## config.mk

```make
export PLATFORM = sky130hd
export DESIGN_NAME = wb_cache_ctrl
export DESIGN_NICKNAME = d
export VERILOG_FILES = /design/src/rtl/cache_pkg.sv /design/src/rtl/cache_line_store.sv /design/src/rtl/wb_cache_ctrl.sv
export SDC_FILE = /design/constraint.sdc
export NUM_CORES = 1
export LEC_CHECK = 0
export BUFFER_PORTS_ARGS = -buffer_cell sky130_fd_sc_hd__buf_2
export CELL_PAD_IN_SITES_DETAIL_PLACEMENT = 0
export CELL_PAD_IN_SITES_GLOBAL_PLACEMENT = 1
export CORE_ASPECT_RATIO = 0.8
export CORE_UTILIZATION = 57
export DETAILED_ROUTE_END_ITERATION = 7
export GPL_ROUTABILITY_DRIVEN = 0
export GPL_TIMING_DRIVEN = 0
export PLACE_DENSITY = 0.88
export SLEW_MARGIN = 20
export SYNTH_ARGS = -nofsm -noshare
export SYNTH_HDL_FRONTEND = slang
export SYNTH_HIERARCHICAL = 1
export SYNTH_SLANG_ARGS = --single-unit
```

## constraint.sdc

```tcl
create_clock -name clk -period 8 [get_ports clk]
set_clock_uncertainty 0.1 [all_clocks]
set_input_delay 0.8 -clock clk [delete_from_list [all_inputs] [get_ports clk]]
set_output_delay 0.8 -clock clk [all_outputs]
set_load 0.005 [all_outputs]
```

## src/rtl/cache_pkg.sv

```systemverilog
// Shared types and derived geometry for the write-back cache controller.
package cache_pkg;

    typedef enum logic [2:0] {
        IDLE      = 3'd0,
        LOOKUP    = 3'd1,
        WRITEBACK = 3'd2,
        REFILL    = 3'd3,
        FLUSH     = 3'd4
    } state_t;

    localparam int DEF_ADDR_WIDTH  = 12;
    localparam int DEF_DATA_WIDTH  = 32;
    localparam int DEF_INDEX_WIDTH = 4;

    function automatic int tag_width(input int addr_w, input int index_w);
        return addr_w - index_w;
    endfunction

    function automatic int num_lines(input int index_w);
        return 1 << index_w;
    endfunction

endpackage

```

## src/rtl/cache_line_store.sv

```systemverilog
// Valid/dirty/tag/data storage for a direct-mapped cache of one-word lines.
// Only valid and dirty are reset; tag/data contents are meaningless until valid.
module cache_line_store
    import cache_pkg::*;
#(
    parameter int INDEX_WIDTH = DEF_INDEX_WIDTH,
    parameter int TAG_WIDTH   = DEF_ADDR_WIDTH - DEF_INDEX_WIDTH,
    parameter int DATA_WIDTH  = DEF_DATA_WIDTH
) (
    input  logic                   clk,
    input  logic                   rst_n,
    input  logic [INDEX_WIDTH-1:0] rd_idx,
    output logic                   line_valid,
    output logic                   line_dirty,
    output logic [TAG_WIDTH-1:0]   line_tag,
    output logic [DATA_WIDTH-1:0]  line_data,
    input  logic [INDEX_WIDTH-1:0] wr_idx,
    input  logic                   set_valid,
    input  logic                   tag_we,
    input  logic                   data_we,
    input  logic                   dirty_set,
    input  logic                   dirty_clr,
    input  logic [TAG_WIDTH-1:0]   wr_tag,
    input  logic [DATA_WIDTH-1:0]  wr_data
);

    localparam int NUM_LINES = num_lines(INDEX_WIDTH);

    logic [NUM_LINES-1:0]  valid;
    logic [NUM_LINES-1:0]  dirty;
    logic [TAG_WIDTH-1:0]  tag_mem  [NUM_LINES];
    logic [DATA_WIDTH-1:0] data_mem [NUM_LINES];

    assign line_valid = valid[rd_idx];
    assign line_dirty = dirty[rd_idx];
    assign line_tag   = tag_mem[rd_idx];
    assign line_data  = data_mem[rd_idx];

    always_ff @(posedge clk or negedge rst_n) begin
        if (!rst_n) begin
            valid <= '0;
            dirty <= '0;
        end else begin
            if (set_valid)
                valid[wr_idx] <= 1'b1;
            if (dirty_set)
                dirty[wr_idx] <= 1'b1;
            else if (dirty_clr)
                dirty[wr_idx] <= 1'b0;
        end
    end

    always_ff @(posedge clk) begin
        if (tag_we)
            tag_mem[wr_idx] <= wr_tag;
        if (data_we)
            data_mem[wr_idx] <= wr_data;
    end

endmodule

```

## src/rtl/wb_cache_ctrl.sv

```systemverilog
// Direct-mapped write-back/write-allocate cache controller with one-word lines,
// sitting in front of a RAM with synchronous write and combinational read.
module wb_cache_ctrl
    import cache_pkg::*;
#(
    parameter int ADDR_WIDTH  = DEF_ADDR_WIDTH,
    parameter int DATA_WIDTH  = DEF_DATA_WIDTH,
    parameter int INDEX_WIDTH = DEF_INDEX_WIDTH
) (
    input  logic                  clk,
    input  logic                  rst_n,
    input  logic                  req_valid,
    output logic                  req_ready,
    input  logic                  req_we,
    input  logic [ADDR_WIDTH-1:0] req_addr,
    input  logic [DATA_WIDTH-1:0] req_wdata,
    output logic                  resp_valid,
    output logic [DATA_WIDTH-1:0] resp_rdata,
    input  logic                  flush_req,
    output logic                  flush_done,
    output logic                  mem_we,
    output logic [ADDR_WIDTH-1:0] mem_waddr,
    output logic [DATA_WIDTH-1:0] mem_din,
    output logic [ADDR_WIDTH-1:0] mem_raddr,
    input  logic [DATA_WIDTH-1:0] mem_dout
);

    localparam int TAG_WIDTH = tag_width(ADDR_WIDTH, INDEX_WIDTH);

    state_t                 state;
    logic [ADDR_WIDTH-1:0]  addr_q;
    logic                   we_q;
    logic [DATA_WIDTH-1:0]  wdata_q;
    logic [INDEX_WIDTH-1:0] cnt;
    logic                   flush_pending;

    logic [INDEX_WIDTH-1:0] req_idx, line_idx;
    logic [TAG_WIDTH-1:0]   req_tag, line_tag;
    logic                   line_valid, line_dirty, hit;
    logic [DATA_WIDTH-1:0]  line_data, wr_data;
    logic                   set_valid, tag_we, data_we, dirty_set, dirty_clr;

    assign req_idx  = addr_q[INDEX_WIDTH-1:0];
    assign req_tag  = addr_q[ADDR_WIDTH-1:INDEX_WIDTH];
    assign line_idx = (state == FLUSH) ? cnt : req_idx;
    assign hit      = line_valid && (line_tag == req_tag);

    assign req_ready = (state == IDLE) && !flush_pending && !flush_req;

    // The store's read port always shows the line being worked on, so the
    // victim fields feed the RAM write port directly.
    assign mem_we    = (state == WRITEBACK) || (state == FLUSH && line_valid && line_dirty);
    assign mem_waddr = {line_tag, line_idx};
    assign mem_din   = line_data;
    assign mem_raddr = addr_q;

    assign wr_data = (state == REFILL && !we_q) ? mem_dout : wdata_q;

    always_comb begin
        set_valid = 1'b0;
        tag_we    = 1'b0;
        data_we   = 1'b0;
        dirty_set = 1'b0;
        dirty_clr = 1'b0;
        case (state)
            LOOKUP: begin
                data_we   = hit && we_q;
                dirty_set = hit && we_q;
            end
            WRITEBACK: dirty_clr = 1'b1;
            REFILL: begin
                set_valid = 1'b1;
                tag_we    = 1'b1;
                data_we   = 1'b1;
                dirty_set = we_q;
                dirty_clr = !we_q;
            end
            FLUSH:   dirty_clr = 1'b1;
            default: ;
        endcase
    end

    cache_line_store #(
        .INDEX_WIDTH(INDEX_WIDTH),
        .TAG_WIDTH  (TAG_WIDTH),
        .DATA_WIDTH (DATA_WIDTH)
    ) u_store (
        .clk       (clk),
        .rst_n     (rst_n),
        .rd_idx    (line_idx),
        .line_valid(line_valid),
        .line_dirty(line_dirty),
        .line_tag  (line_tag),
        .line_data (line_data),
        .wr_idx    (line_idx),
        .set_valid (set_valid),
        .tag_we    (tag_we),
        .data_we   (data_we),
        .dirty_set (dirty_set),
        .dirty_clr (dirty_clr),
        .wr_tag    (req_tag),
        .wr_data   (wr_data)
    );

    always_ff @(posedge clk or negedge rst_n) begin
        if (!rst_n) begin
            state         <= IDLE;
            addr_q        <= '0;
            we_q          <= 1'b0;
            wdata_q       <= '0;
            cnt           <= '0;
            flush_pending <= 1'b0;
            resp_valid    <= 1'b0;
            resp_rdata    <= '0;
            flush_done    <= 1'b0;
        end else begin
            resp_valid <= 1'b0;
            flush_done <= 1'b0;
            if (flush_req && state != IDLE)
                flush_pending <= 1'b1;
            case (state)
                IDLE: begin
                    if (flush_pending || flush_req) begin
                        state         <= FLUSH;
                        cnt           <= '0;
                        flush_pending <= 1'b0;
                    end else if (req_valid && req_ready) begin
                        addr_q  <= req_addr;
                        we_q    <= req_we;
                        wdata_q <= req_wdata;
                        state   <= LOOKUP;
                    end
                end
                LOOKUP: begin
                    if (hit) begin
                        if (!we_q)
                            resp_rdata <= line_data;
                        resp_valid <= 1'b1;
                        state      <= IDLE;
                    end else if (line_valid && line_dirty) begin
                        state <= WRITEBACK;
                    end else begin
                        state <= REFILL;
                    end
                end
                WRITEBACK: state <= REFILL;
                REFILL: begin
                    if (!we_q)
                        resp_rdata <= mem_dout;
                    resp_valid <= 1'b1;
                    state      <= IDLE;
                end
                FLUSH: begin
                    cnt <= cnt + 1'b1;
                    if (&cnt) begin
                        state      <= IDLE;
                        flush_done <= 1'b1;
                    end
                end
                default: state <= IDLE;
            endcase
        end
    end

endmodule

```

# ---- Word-level counts from Yosys, hierarchy flattened
# Memories as Yosys holds them, arrays and structs flattened.
# Cells that the tools add are included.
dict set report classes {
  addsub 1
  n_lt_le_gt_ge 2
  n_eq_ne 11
  muxes 37
  bitwise 5
  reduce_logical 27
}
# cell count
set ops {}
lappend ops {{32-bit 2-to-1 mux} 4}
lappend ops {{32-bit one-hot mux with 2 select lines} 1}
lappend ops {{16-bit 2-to-1 mux} 2}
lappend ops {{16-bit bitwise OR} 2}
lappend ops {{16-bit bitwise AND} 1}
lappend ops {{16-bit inverter} 1}
lappend ops {{1-bit 2-to-1 mux} 15}
lappend ops {{3-bit one-hot mux with 4 select lines} 1}
lappend ops {{1-bit logical AND} 11}
lappend ops {{3-bit 2-to-1 mux} 3}
lappend ops {{1-bit binary-select mux with 4-bit select} 2}
lappend ops {{8-bit equality test} 1}
lappend ops {{4-bit 2-to-1 mux} 2}
lappend ops {{1-bit one-hot mux with 2 select lines} 4}
lappend ops {{4-bit one-hot mux with 2 select lines} 1}
lappend ops {{4-bit AND reduction} 2}
lappend ops {{3-bit by 2-bit equality test with 1-bit output, second input constant} 2}
lappend ops {{2-bit != test, second input constant} 3}
lappend ops {{2-bit nonzero test} 3}
lappend ops {{4-bit by 5-bit < comparator with 1-bit output, second input constant} 1}
lappend ops {{4-bit by 1-bit adder with 4-bit output, second input constant} 1}
lappend ops {{1-bit demux with 4-bit select} 1}
lappend ops {{4-bit by 1-bit >= comparator with 1-bit output, second input constant} 1}
lappend ops {{2-bit by 1-bit != test with 1-bit output, second input constant} 2}
lappend ops {{12 further kinds} 16}
dict set report totals {
  register_bits 119
  mem_bits_rw 640
  input_bits 81
  out_inout_bits 92
  elab_cells 96
  memories 2
}
# memory words width read_ports rd_clocked_by_memory_dff write_ports line
set memory_table {}
lappend memory_table {u_store.data_mem 16 32 1 0 1 cache_line_store.sv:32} ;# logic [DATA_WIDTH-1:0] data_mem [NUM_LINES];
lappend memory_table {u_store.tag_mem 16 8 1 0 1 cache_line_store.sv:31} ;# logic [TAG_WIDTH-1:0] tag_mem [NUM_LINES];

# ---- Longest topological paths before layout
dict set report logic_depth {
  ltp_word 10
  mapped_depth 18
  ltp_nobuf 12
}

# ---- Cells and area by module
# Netlist, hierarchy kept.
# mod n_inst cells_each area_each_um2 seq_area_each_um2
set by_module_without_submodules {}
lappend by_module_without_submodules {cache_line_store 1 1135 25675.9 20019.2}
lappend by_module_without_submodules {wb_cache_ctrl 1 308 4199.0 2177.1}

# ---- Least setup slack after synthesis
# Ideal clock, no wire load.
dict set report synth_timing {
  kind {register -> register}
  startpoint {reg state[1]}
  endpoint {mem u_store/data_mem[15][0] in the netlist's numbering (enable)}
  setup_time_ps 392
  arrival_ps 4311
  slack_ps 3197
  path_stages_with_launch 17
  period_less_slack_ps 4803
  cell_sequence {dfrtp_1 buf_4 nor2_1 nand2_1 mux2_2 buf_2 buf_2 clkbuf_1 mux4_2 a22oi_1 nand2_1 xor2_1 nor3_4 and2_2 a41o_1 clkbuf_1 and2_1}
}
dict set report synth_between {
  elab_chain_cells 9
}
# element line
set synth_lines {}
lappend synth_lines {{start, declared} wb_cache_ctrl.sv:30} ;# state_t state;
lappend synth_lines {{start signal, assigned} wb_cache_ctrl.sv:107} ;# state <= IDLE;
lappend synth_lines {{start signal, assigned} wb_cache_ctrl.sv:124} ;# state <= FLUSH;
lappend synth_lines {{start signal, assigned} wb_cache_ctrl.sv:131} ;# state <= LOOKUP;
lappend synth_lines {{3-bit equality test} wb_cache_ctrl.sv:45} ;# assign line_idx = (state == FLUSH) ? cnt : req_idx;
lappend synth_lines {{4-bit 2-to-1 mux} wb_cache_ctrl.sv:45}
lappend synth_lines {{named net mem_waddr[1]} wb_cache_ctrl.sv:22} ;# output logic [ADDR_WIDTH-1:0] mem_waddr,
lappend synth_lines {{memory read 16 x 8 bit} -}
lappend synth_lines {{named net mem_waddr[11]} wb_cache_ctrl.sv:22}
lappend synth_lines {{8-bit equality test} wb_cache_ctrl.sv:46} ;# assign hit = line_valid && (line_tag == req_tag);
lappend synth_lines {{1-bit logical AND} wb_cache_ctrl.sv:46}
lappend synth_lines {{1-bit logical AND} wb_cache_ctrl.sv:67} ;# data_we = hit && we_q;
lappend synth_lines {{1-bit one-hot mux with 2 select lines} wb_cache_ctrl.sv:65} ;# case (state)
lappend synth_lines {{named net data_we} wb_cache_ctrl.sv:41} ;# logic set_valid, tag_we, data_we, dirty_set, dirty_clr;
lappend synth_lines {{1-bit 2-to-1 mux} cache_line_store.sv:56} ;# if (data_we)
lappend synth_lines {{1-bit 2-to-1 mux (implied by the code)} cache_line_store.sv:57} ;# data_mem[wr_idx] <= wr_data;
lappend synth_lines {{end, declared} cache_line_store.sv:32}
# The timed path passes the listed nets, and every way through them passes these cells. The select of a mux whose other input is x is not followed.

# ---- Worst setup path after layout
dict set report layout_timing {
  startpoint {reg state[1]}
  endpoint {mem u_store/data_mem[6][12] in the netlist's numbering (enable)}
}
dict set report layout_between {
  elab_chain_cells 9
}
# element line
set layout_lines {}
lappend layout_lines {{3-bit equality test} wb_cache_ctrl.sv:45}
lappend layout_lines {{4-bit 2-to-1 mux} wb_cache_ctrl.sv:45}
lappend layout_lines {{memory read 16 x 8 bit / 1-bit binary-select mux with 4-bit select (equally long branches)} -}
lappend layout_lines {{8-bit equality test / 1-bit 2-to-1 mux (equally long branches)} {wb_cache_ctrl.sv:46, cache_line_store.sv:34}}
lappend layout_lines {{1-bit logical AND} wb_cache_ctrl.sv:46}
lappend layout_lines {{1-bit logical AND} wb_cache_ctrl.sv:67}
lappend layout_lines {{1-bit one-hot mux with 2 select lines (*)} wb_cache_ctrl.sv:65}
lappend layout_lines {{named net data_we} wb_cache_ctrl.sv:41}
lappend layout_lines {{1-bit 2-to-1 mux (*)} cache_line_store.sv:56}
lappend layout_lines {{1-bit 2-to-1 mux (implied by the code) (*)} cache_line_store.sv:57}
# The timed path passes the listed nets; every way through them passes the cells marked *. The select of a mux whose other input is x is not followed.

==> flow_results.org <==
** Pwr
- Worst VDD drop :: 0.223 mV
- PnR Total Power :: 11.8 mW
- Pleak :: 12.2 nW
- Power per unit of standard cell area :: 344 mW/mm2

** Logic synthesis
- The synthesized netlist occupies a cell area of 0.0299 mm2.
- Yosys reg bits :: 759
- Dividing the synthesized area by the synthesized cell count gives 20.7 um2.
- Share of synthesized flip-flops with an asynchronous set or reset :: 0.157
- Synth Flop Type :: edfxtp_1
- Number of warnings printed during yosys synthesis :: 6
- Share of synthesized area occupied by flip-flops and latches :: 0.743
- Counting flops with a built-in enable in the synthesized netlist gives 640.
- Counting every instance in the synthesized netlist gives 1443.
- Distinct cell type count after synthesis :: 48
- When the netlist entered floorplanning its net count stood at 1525.

** CTS
- The cell sitting at the root of the clock tree is a clkbuf_16.
- In this run, post-CTS repair resized a total of 0 instances.
- The clock passes through at most 3 buffers.
- H-tree depth :: 3
- Buffers inserted during post-CTS setup optimization :: 0
- CTS clk-pin slew, worst paths :: 0.06 ns
- In this run, CTS created clock tree buffers numbering 71.
- TritonCTS built the clock tree.
- Quantity of hold-fixing buffers added after cts :: 1
- The clock reaches the later pin of the worst-skew pair after 0.61 ns.
- Total clock sinks :: 759

** Route
- Count of unresolved DRC violations after routing :: 0
- Final wirelength :: 72200 um
- In this run, the number of DRC markers left after iteration 0 of detailed routing was 1982.
- Vias after detailed routing :: 15900
- Post-detailed-route wirelength per cell :: 29.6 um
- Routed Antenna Nets :: 0
- DR vias/cell :: 6.53
- Number of detailed-routing iterations run before antenna repair :: 5

** Worst setup path
- Gate family responsible for the most delay along the worst path :: simple AND/OR/NAND/NOR gates
- Of all nets on the critical path, the largest fanout is 17.
- In this design, the stage delay of the slowest critical-path cell is 0.69 ns.
- Slack of the worst reg-to-reg path :: 1.61 ns
- Termination of the worst setup path :: u_store/data_mem[6][12]
- Critical path launch point :: state[1]
- Number of cells on the worst reg-to-reg path :: 17
- On the critical path, the stage with the largest delay is an instance of and2_2.
- Arrival @ worst endpoint :: 6.60 ns
- Reg-to-reg startpoint :: state[1]
- The number of buffers and inverters on the critical path is 6.
- Critical path type :: flop to flop
- Walking the worst path, the cells encountered are buf_4 > nor2_1 > nand2_1 > mux2_2 > buf_2 > buf_2 > buf_1 > mux4_2 > a22oi_1 > nand2_1 > xor2_1 > nor2_1 > and2_2 > a41o_1 > clkbuf_1 > and2_2 > buf_16.
- At the worst endpoint, the required time is 8.21 ns.
- Counting buffers and inverters, the worst setup path is 17 cells deep.
- In this run the critical register-to-register path is captured at u_store/data_mem[6][12].
- Sort of element at the start of the critical path :: flop
- The worst setup path is captured at a flop.

** Finish
- In the layout the commonest cells are edfxtp_1, buf_2, mux4_2, dfrtp_1, a22oi_1.
- Leaving out fill and tap cells, the most frequent cell in the layout is edfxtp_1.
- At the end of the flow, the number of nets in the layout was 1780.
- From synthesis to final layout, the design area changed by 14.7%.
- Of the cells placed in the final design, the portion with a size suffix greater than 1 is 0.357.
- The number of antenna diodes in the final layout is 0.

** Place
- Placed wire-length estimate :: 42800 um
- Input/output buffers :: 172

** STA
- Highest attainable clock frequency :: 157 MHz
- Headroom to the max-slew limit came out at 0.255.
- Post-route fraction of the period consumed by the critical path :: 0.799
- The number of slew-limit violations in the final report came to 0.
- The clock period could shrink to 6.39 ns.
- At the pin with the least slew margin, the transition time is 1.12 ns.
- Setup_tns :: 0 ns
- Fin. Hold Viols :: 0
- Final count of negative-setup-slack endpoints :: 0
- Setup repair after global routing missed its margin :: false

** GRT
- Largest net degree at the start of global routing :: 84
- In the global route stage, overall resource usage came out at 0.277.
- The number of antenna violations at the first check in global routing is 0.
- The first global-routing pass estimated 105000 um of wire.
- For this run the aggregate overflow at the end of global routing stands at 0.
- The number of global-route vias before repair was 16100.

** Floorplan
- The initialized floorplan defines 74 standard-cell rows.
- Die Height :: 207 um
- The floorplan step defined a die boundary enclosing 0.0533 mm2.
- In this run the horizontal extent of the chip is 258 um.
- During I/O placement, the number of pins put on the boundary was 173.
- Starting density of the core :: 0.581
- Core ar. :: 0.0514 mm2

** Run
- Max-cap violations in this run came to 0.

** Hold path
- The tightest min-delay check is of the primary input to flop type.

** Outcome
- The flow ran to the end, and the final reports show no timing, DRC or antenna violations.
## worst register-to-register path, stage by stage, from the launching register on
cell	delay [ns]
dfrtp_1	0.36
buf_4	0.17
nor2_1	0.28
nand2_1	0.28
mux2_2	0.45
buf_2	0.25
buf_2	0.33
buf_1	0.64
mux4_2	0.45
a22oi_1	0.20
nand2_1	0.13
xor2_1	0.16
nor2_1	0.40
and2_2	0.25
a41o_1	0.32
clkbuf_1	0.38
and2_2	0.69
buf_16	0.26
## cell families (layout without fill, tap and decap cells)
logic type / after synthesis / after routing / synth area share
adders and majority gates: 1 / 1 / 0.000419
muxes: 250 / 250 / 0.158
DFF: 759 / 759 / 0.743
and+or+nand+nor: 175 / 175 / 0.0348
xor gates and xnor gates: 9 / 9 / 0.00264
AOI/OAI and AO/OA: 161 / 161 / 0.0452
buffers and inverters: 88 / 400 / 0.0164
## cell type report
cell class / instances / area (um2)
multi-input combinational: 596 / 7220
clock inverter: 33 / 382
fill: 3178 / 17100
clock buffer: 97 / 2030
sequential: 759 / 22200
buffer: 88 / 490
timing repair buffer: 182 / 1100
tap: 684 / 856
## flip-flops by register name (all words and copies together), names as in the netlist, 3 cells and up, named ones only
signal,count
cnt,4
mem_raddr,12
resp_rdata,32
state,3
u_store/data_mem,512
u_store/tag_mem,128
u_store/valid,16
wdata_q,32
## power breakdown
group / internal, mW / total, mW / switching (mW)
sequential: 4.63 / 4.74 / 0.115
combinational: 1.51 / 3.56 / 2.05
clock: 2.05 / 3.49 / 1.44
## Yosys cell counts (2+ instances only)
master,instances,share of area
nand3_1,4,0.00067
or2b_1,6,0.0015
mux4_2,168,0.13
a22o_1,16,0.0047
dfrtp_1,119,0.10
a21o_1,16,0.0040
buf_1,4,0.00050
xor2_1,6,0.0018
nand2_1,62,0.0078
edfxtp_1,640,0.64
and2_1,37,0.0077
mux2_2,81,0.031
a21oi_1,2,0.00034
o221a_2,17,0.0064
nand2b_1,26,0.0054
buf_6,15,0.0057
nor4b_1,5,0.0015
nor3b_4,2,0.0013
buf_2,25,0.0042
nor2b_1,3,0.00063
nor2_1,10,0.0013
a22oi_1,84,0.021
clkbuf_1,39,0.0049
and4b_1,4,0.0013
o221a_1,15,0.0057
o21ai_0,5,0.00084
xnor2_1,3,0.00088
buf_4,4,0.0010
and4bb_2,6,0.0025
## routing by layer
layer / track usage / up-vias / wire length [um]
met5: 0 / - / 0
met4: 0.0943 / 0 / 2120
met3: 0.0687 / 133 / 7320
met2: 0.441 / 950 / 35200
met1: 0.379 / 8350 / 27600
li1: - / 6486 / -
## worst min path at each step
stage	start	to	slack [ns]	cells after the start
global route	req_wdata[24]	wdata_q[24]	0.30	2
floorplan	u_store/valid[10]	u_store/valid[10]	0.32	1
CTS	req_wdata[17]	wdata_q[17]	0.29	2
detailed placement	u_store/valid[14]	u_store/valid[14]	0.34	1
global placement	u_store/valid[4]	u_store/valid[4]	0.33	1
finish	req_wdata[25]	wdata_q[25]	0.32	2
## per-stage QoR
step | hold slack, ns | util | setup slack (ns) | instances | area (um2)
2_1_floorplan | 0.323 | - | 3.20 | 1443 | 29900
3_3_place_gp | 0.333 | 0.615 | 0.865 | 2299 | 31600
3_5_place_dp | 0.339 | 0.620 | 1.69 | 2308 | 31800
4_1_cts | 0.291 | 0.667 | 1.66 | 2439 | 34300
5_1_grt | 0.304 | 0.667 | 1.29 | 2439 | 34300
6_report | 0.319 | 0.667 | 1.61 | 2439 | 34300
Note: power is estimated with default switching activity, not from simulation.
